## config.mk

```make
export PLATFORM = sky130hd
export DESIGN_NAME = morse_tx_flat
export DESIGN_NICKNAME = d
export VERILOG_FILES = /design/src/rtl/morse_tx_if.sv /design/src/rtl/morse_tx.sv /design/src/flat_wrapper.sv
export SDC_FILE = /design/constraint.sdc
export NUM_CORES = 1
export LEC_CHECK = 0
export BUFFER_PORTS_ARGS = -buffer_cell sky130_fd_sc_hd__buf_4
export CAP_MARGIN = 20
export CORE_ASPECT_RATIO = 2
export CORE_MARGIN = 1
export CORE_UTILIZATION = 35
export CTS_CLUSTER_SIZE = 30
export DETAILED_ROUTE_END_ITERATION = 8
export SLEW_MARGIN = 20
export SYNTH_ARGS = -nofsm -noshare
export SYNTH_HDL_FRONTEND = slang
export SYNTH_SLANG_ARGS = --single-unit
```

## constraint.sdc

```tcl
create_clock -name clk -period 2.9 [get_ports clk]
set_input_delay 0.435 -clock clk [delete_from_list [all_inputs] [get_ports clk]]
set_output_delay 0.435 -clock clk [all_outputs]
set_load 0.01 [all_outputs]
```

## src/rtl/morse_tx_if.sv

```systemverilog
// Character request / keying bundle between a Morse sender and its client.
interface morse_tx_if;
  logic       start;
  logic [4:0] sym;
  logic [2:0] len;
  logic       key;
  logic       busy;
  logic       done;

  modport master (output start, output sym, output len,
                  input key, input busy, input done);
  modport slave  (input start, input sym, input len,
                  output key, output busy, output done);
endinterface

```

## src/rtl/morse_tx.sv

```systemverilog
// Morse character keyer: times dots, dashes, element spaces and the character gap
// in units of UNIT_CYCLES clocks, with fully registered key/busy/done outputs.
module morse_tx #(
  parameter int UNIT_CYCLES = 5000000
) (
  input  logic       clk,
  input  logic       reset,
  morse_tx_if.slave  bus
);

  typedef enum logic [1:0] {IDLE, MARK, SPACE, CGAP} state_t;

  localparam logic [23:0] UNIT_LAST = 24'(UNIT_CYCLES - 1);

  function automatic logic [2:0] clamp_len(input logic [2:0] l);
    return (l > 3'd5) ? 3'd5 : l;
  endfunction

  // Unit multiplier holds (units - 1): dash = 3 units, dot = 1 unit.
  function automatic logic [1:0] mark_units(input logic dash);
    return dash ? 2'd2 : 2'd0;
  endfunction

  state_t      state;
  logic [23:0] cnt;
  logic [1:0]  mult;
  logic [2:0]  idx;
  logic [4:0]  sym_r;
  logic        key_r;
  logic        busy_r;
  logic        done_r;

  logic [2:0]  len_c;
  logic        last;

  assign len_c = clamp_len(bus.len);
  assign last  = (cnt == 24'd0) && (mult == 2'd0);

  always_ff @(posedge clk or posedge reset) begin
    if (reset) begin
      state  <= IDLE;
      cnt    <= 24'd0;
      mult   <= 2'd0;
      idx    <= 3'd0;
      sym_r  <= 5'd0;
      key_r  <= 1'b0;
      busy_r <= 1'b0;
      done_r <= 1'b0;
    end else begin
      done_r <= 1'b0;
      if (state == IDLE) begin
        if (bus.start) begin
          sym_r  <= bus.sym;
          cnt    <= UNIT_LAST;
          busy_r <= 1'b1;
          if (len_c != 3'd0) begin
            state <= MARK;
            key_r <= 1'b1;
            idx   <= len_c - 3'd1;
            mult  <= mark_units(bus.sym[len_c - 3'd1]);
          end else begin
            state <= CGAP;
            idx   <= 3'd0;
            mult  <= 2'd2;
          end
        end
      end else if (!last) begin
        // Count down within a unit, then step the multiplier; never wraps mid-interval.
        if (cnt == 24'd0) begin
          cnt  <= UNIT_LAST;
          mult <= mult - 2'd1;
        end else begin
          cnt <= cnt - 24'd1;
        end
      end else begin
        cnt <= UNIT_LAST;
        case (state)
          MARK: begin
            key_r <= 1'b0;
            if (idx != 3'd0) begin
              state <= SPACE;
              mult  <= 2'd0;
            end else begin
              state <= CGAP;
              mult  <= 2'd2;
            end
          end
          SPACE: begin
            state <= MARK;
            key_r <= 1'b1;
            idx   <= idx - 3'd1;
            mult  <= mark_units(sym_r[idx - 3'd1]);
          end
          CGAP: begin
            state  <= IDLE;
            busy_r <= 1'b0;
            done_r <= 1'b1;
          end
          default: begin
            state <= IDLE;
            key_r <= 1'b0;
          end
        endcase
      end
    end
  end

  assign bus.key  = key_r;
  assign bus.busy = busy_r;
  assign bus.done = done_r;

endmodule

```

## src/flat_wrapper.sv

```systemverilog
// flat-port wrapper written by rule: the top's interface ports become plain ports
module morse_tx_flat 
#(
  parameter int UNIT_CYCLES = 5000000
)
  (clk, reset, bus_start, bus_sym, bus_len, bus_key, bus_busy, bus_done);
  morse_tx_if bus_i ();
  input  logic clk;
  input  logic reset;
  input wire logic [$bits(bus_i.start)-1:0] bus_start;
  input wire logic [$bits(bus_i.sym)-1:0] bus_sym;
  input wire logic [$bits(bus_i.len)-1:0] bus_len;
  output wire logic [$bits(bus_i.key)-1:0] bus_key;
  output wire logic [$bits(bus_i.busy)-1:0] bus_busy;
  output wire logic [$bits(bus_i.done)-1:0] bus_done;
  assign bus_i.start = bus_start;
  assign bus_i.sym = bus_sym;
  assign bus_i.len = bus_len;
  assign bus_key = bus_i.key;
  assign bus_busy = bus_i.busy;
  assign bus_done = bus_i.done;
  morse_tx #(.UNIT_CYCLES(UNIT_CYCLES)) u_core (.clk(clk), .reset(reset), .bus(bus_i));
endmodule
```

After elaboration in Yosys (flattened, before gate mapping) --
Index checks and enable logic that the tools add are counted. W data, S select, Z words.
Storage, ports and cells: bits in registers 39, input port bits 11, output and inout bits 3, logic and storage cells 79
Operators by class: add/sub/neg operators 4, magnitude comparators 3, equal/unequal tests 7, multiplexer cells 41, reductions and logical operators 16
Operators with widths (count):
- $mux W24 | 4
- $logic_not A24 Y1 | 1
- $mux W2 | 12
- $sub A24 B1 Y24 const B | 1
- $mux W3 | 6
- $mux W1 | 14
- $reduce_and A3 Y1 | 3
- $reduce_bool A3 Y1 | 3
- $lt A3 B4 Y1 const B | 2
- $pmux W2 S2 | 2
- $bmux W1 S3 | 2
- $reduce_bool A2 Y1 | 3
- $sub A3 B1 Y3 const B | 2
- $eq A2 B2 Y1 const B | 2
- $logic_not A2 Y1 | 2
- $ne A2 B2 Y1 const B | 2
- $ne A4 B4 Y1 const B | 1
- $reduce_and A2 Y1 | 2
- $reduce_and A4 Y1 | 1
- $gt A3 B3 Y1 const B | 1
- $eq A2 B1 Y1 const B | 1
- $ne A2 B1 Y1 const B | 1
- $pmux W1 S2 | 1
- $sub A2 B1 Y2 const B | 1
- $logic_and A1 B1 Y1 | 1

Depth between registers and ports, before layout --
depth in word-level cells 9, gate-level depth with buffers 9, gate-level depth less buffers 8

Least setup slack after synthesis --
Ideal clock, no wire load.
kind register to register, start register u_core.cnt[0], end register u_core.idx[2], library setup time 0.123 ns, arrival time 2.100 ns, slack 0.677 ns, cell stages (with the launch flop) 9, clock period less this slack 2.223 ns, cells stage by stage dfrtp_1 inv_1 ha_1 or4b_1 buf_2 nor4_4 and3_1 a41oi_1 o221a_2
Between the ends: word-level cells in the longest chain between the ends 4
Ends and longest elaborated chain:
- from (decl) | RTL line morse_tx.sv:25 | logic [23:0] cnt;
- from (signal assigned) | RTL line morse_tx.sv:73 | cnt <= cnt - 24'd1;
- $logic_not A24 Y1 | RTL line morse_tx.sv:37 | assign last = (cnt == 24'd0) && (mult == 2'd0);
- $logic_and A1 B1 Y1 | RTL line morse_tx.sv:37
- $reduce_bool A2 Y1 (no line)
- $reduce_and A3 Y1 (no line)
- to (signal assigned) | RTL line morse_tx.sv:59 | idx <= len_c - 3'd1;
- to (signal assigned) | RTL line morse_tx.sv:91 | idx <= idx - 3'd1;
- to (decl) | RTL line morse_tx.sv:27 | logic [2:0] idx;
Every way passes these cells. A chain may end at the register's enable or synchronous reset.

Worst setup path after layout --
start register u_core.cnt[0], end register u_core.cnt[21]
Between the ends: word-level cells in the longest chain between the ends 4, elaborated cells on any way between the ends 6, those cells by class 1 x add/sub; 3 x mux; 2 x reduce/logical
Ends and longest elaborated chain:
- $sub A24 B1 Y24 / $logic_not A24 Y1 (equally long branches) | RTL line morse_tx.sv:73, morse_tx.sv:37, morse_tx.sv:69
- $mux W24 / $logic_and A1 B1 Y1 (equally long branches) | RTL line morse_tx.sv:69, morse_tx.sv:37
- $mux W24 (*) | RTL line morse_tx.sv:67 | end else if (!last) begin
- $mux W24 (*) | RTL line morse_tx.sv:51 | if (state == IDLE) begin
Mark *: on every way between the ends. The rest lies on a longest branch, timed or not.

==> impl_metrics.tcl <==
set metrics [dict create \
    antenna_cells 0 \
    rsz0062_at_grt "false" \
    antenna_found_initial 0 \
    worstSetupPathType "flip-flop to flip-flop" \
    syn2layout_area_growth_pct 15.9 \
    wl_per_cell_um 15.2 \
    fmax_mhz 409 \
    met3_length_um 120 \
    synth_edf_count 0 \
    clock_sinks 39 \
    die_w_um 60.5 \
    grt_start_max_net_pins 40 \
    synthTopCellsByArea "dfrtp_1, ha_1, mux2i_1, nand2_1, xor2_1" \
    drv_slew 0 \
    post-cts-setup-buffers 0 \
    post-route-cell-area_mm2 0.00277 \
    synthArstFlopShare_pct 100 \
    grt_pass1_wl_mm 9.30 \
    placed_area_mm2 0.00261 \
    power_density_mw_per_mm2 445 \
    ys_ff_latch 39 \
    r2r_slack_ns 0.46 \
    placed_cells 349 \
    worst-path-buf-inv 1 \
    path_clk_slew_ns 0.06 \
    ys.flop_type "dfrtp_1" \
    routed.top_layer "met4" \
    path_common_cell "and2_1" \
    root_buffer "clkbuf_16" \
    power_frac_clock_pct 52.1 \
    h-tree-depth 2 \
    syn_avg_cell_area_um2 9.50 \
    clk_path_buf_depth 2 \
    crit_path_cell_trace "inv_1 -> ha_1 -> or4b_1 -> nor4_4 -> nand2_2 -> and2_1 -> and2_1" \
    synth_top_area_share_pct 40.8 \
    critical-path-top-delay-family "simple AND/OR/NAND/NOR gates" \
    final_cells 357 \
    period_needed_ns 2.44 \
    drt_iter0_markers 51 \
    power_frac_seq_pct 44.1 \
    ios 14 \
    yosys.area.top_type "dfrtp_1" \
    p_switching_uw 263 \
    finalSetupViolCount 0 \
    holdBufCountCts 0 \
    clock-skew-final_ns 0.00312 \
    path_depth 7 \
    status "finished clean" \
    startpoint_type "flip-flop" \
    r2r-start "u_core.cnt[0]" \
    p_comb_share_pct 3.8 \
    io_buffers 13 \
    dp_hpwl_mm 4.05 \
    max_slew_margin_pct 27.3 \
    row_count 42 \
    synthesis.instances 252 \
    end_kind "flip-flop" \
    track_usage_pct 17.9 \
    setup_tns_ns 0 \
    postLayoutCoreUtil_pct 41.9 \
    rr_worst_depth 7 \
    core_mm2 0.00662 \
    multi_input_area_mm2 0.00133 \
    holdCritPathClass "primary input to asynchronous set/reset pin" \
    cts_resized 0 \
    initial_core_util_pct 36.1 \
    dr.pass1.iters 4 \
    drt-met1-wl_mm 1.97 \
    arrival_ns 2.63 \
    slowest_delay_ns 0.61 \
    layout-drive-gt1-share_pct 14.5 \
    final_nets 291 \
    leakagePower_uw 0.00114 \
    wirelength_mm 5.42 \
    slowest_stage "or4b_1" \
    vias_per_cell 5.19 \
    maxCapViolCount 0 \
    cts_tree "done" \
    hold_ws_ns 0.273 \
    synth_nets 275 \
    place_congestion 0.823 \
    peakVddDrop_v 0.000478 \
    period_share_pct 84.2 \
    cp_max_fo 13 \
    insertion_delay_ns 0.29 \
    swShare_pct 21.4 \
    synth-warning-count 0 \
    antenna_left 0 \
    cts_buffers 5 \
    grt_pass1_vias 1914 \
    tightest_slew_ns 1.09 \
    drc_errors 0 \
    fillers 679 \
    reg2reg_to "u_core.cnt[21]" \
    met2_length_mm 3.13 \
    syn_area_mm2 0.00239 \
    overflow 0 \
    intPower_uw 970 \
    ys_seq_area_share_pct 40.8 \
    design.die.area_mm2 0.00719 \
    dr_total_vias 1854 \
    synth_cell_types 44 \
    seqCellArea_um2 976 \
    cp.required_ns 3.08 \
    die_height_um 119 \
    hold_viol_final 0 \
]
-- worst max-delay path by stage --
stage / startpoint / endpoint / slack, ns
3_5_place_dp: bus_len[2] / u_core.mult[1] / 0.39
5_1_grt: u_core.cnt[0] / u_core.idx[2] / 0.26
6_report: u_core.cnt[0] / u_core.cnt[21] / 0.46
4_1_cts: u_core.cnt[0] / u_core.cnt[21] / 0.44
2_1_floorplan: u_core.cnt[0] / u_core.idx[2] / 0.68
3_3_place_gp: bus_len[2] / u_core.mult[1] / 0.46
-- area by class of cell --
class / instances / area share (%)
clock buffers: 5 / 4.51
clock inverters: 3 / 1.58
inverters: 12 / 1.62
multi-input cells: 191 / 48.0
flip-flops and latches: 39 / 35.2
well taps: 88 / 3.97
repair buffers: 19 / 5.14
-- power groups by stage --
stage	clock network (uW)	logic, uW	registers (uW)
after floorplan	0	26.1	554
after global placement	0	47.4	554
after detailed placement	0	47.6	554
after CTS	650	47.7	544
after global routing	664	52.9	544
final	643	46.3	544
-- state kept, by name, indices dropped and copies added (netlist names) --
register and cells:
u_core.bus.busy 1, u_core.idx 3, u_core.cnt 24, u_core.bus.key 1
u_core.state 2, u_core.mult 2, u_core.sym_r 5, u_core.bus.done 1
-- layer usage --
metal,up-vias,GRT usage (%)
li1,923,-
met1,887,18.0
met5,-,0
met4,0,10.4
met2,32,32.0
met3,12,3.37
-- cells by family after synthesis --
group,synth area share [%]
compound gates,9.98
fa+ha+maj,6.27
buf+inv,3.61
mux,9.57
simple gates,23.9
flops,40.8
xor+xnor,5.85
-- cells in the final DEF (no fill, tap or decap), drive strengths merged, types with 2 or more instances in the layout --
master,count
nor3,12
xor2,9
nand3,9
nand2,30
and3,2
inv,12
and2,4
nor2b,7
nor3b,3
ha,12
or3,4
a41oi,2
nand2b,3
mux2i,15
nor4,6
xnor2,7
nor2,12
a21oi,13
clkbuf,5
nand4,3
a211oi,2
o22ai,2
buf,19
mux2,5
or4,3
clkinv,2
dfrtp,39
o21ai,12
nand3b,2
-- worst reg2reg max path, delay by kind of cell, from the launching register on --
family                     cells  cell delay (ns)
DFF                            1             0.39
adders and majority gates      1             0.16
and+or+nand+nor                5             1.69
buffers and inverters          1             0.10
-- cell usage after synthesis, types with 2 or more instances --
master	instances
a211oi_1	2
a21oi_1	13
a41oi_1	2
and2_1	4
and3_1	2
buf_2	3
clkbuf_1	7
dfrtp_1	39
ha_1	12
inv_1	12
mux2_2	5
mux2i_1	15
nand2_1	29
nand2b_1	3
nand3_1	9
nand3b_1	2
nand4_1	3
nor2_1	12
nor2b_1	7
nor3_1	11
nor3b_1	3
nor4_1	4
nor4_4	2
o21ai_0	12
o22ai_1	2
or3_1	4
or4_1	2
xnor2_1	7
xor2_1	9
-- per-stage QoR --
stage / setup slack (ns) / power (uW)
after floorplan: 0.677 / 580
after global placement: 0.456 / 601
after detailed placement: 0.394 / 602
after CTS: 0.440 / 1240
after global routing: 0.255 / 1260
final: 0.457 / 1230
No activity file was read; power rests on OpenSTA's default activity.
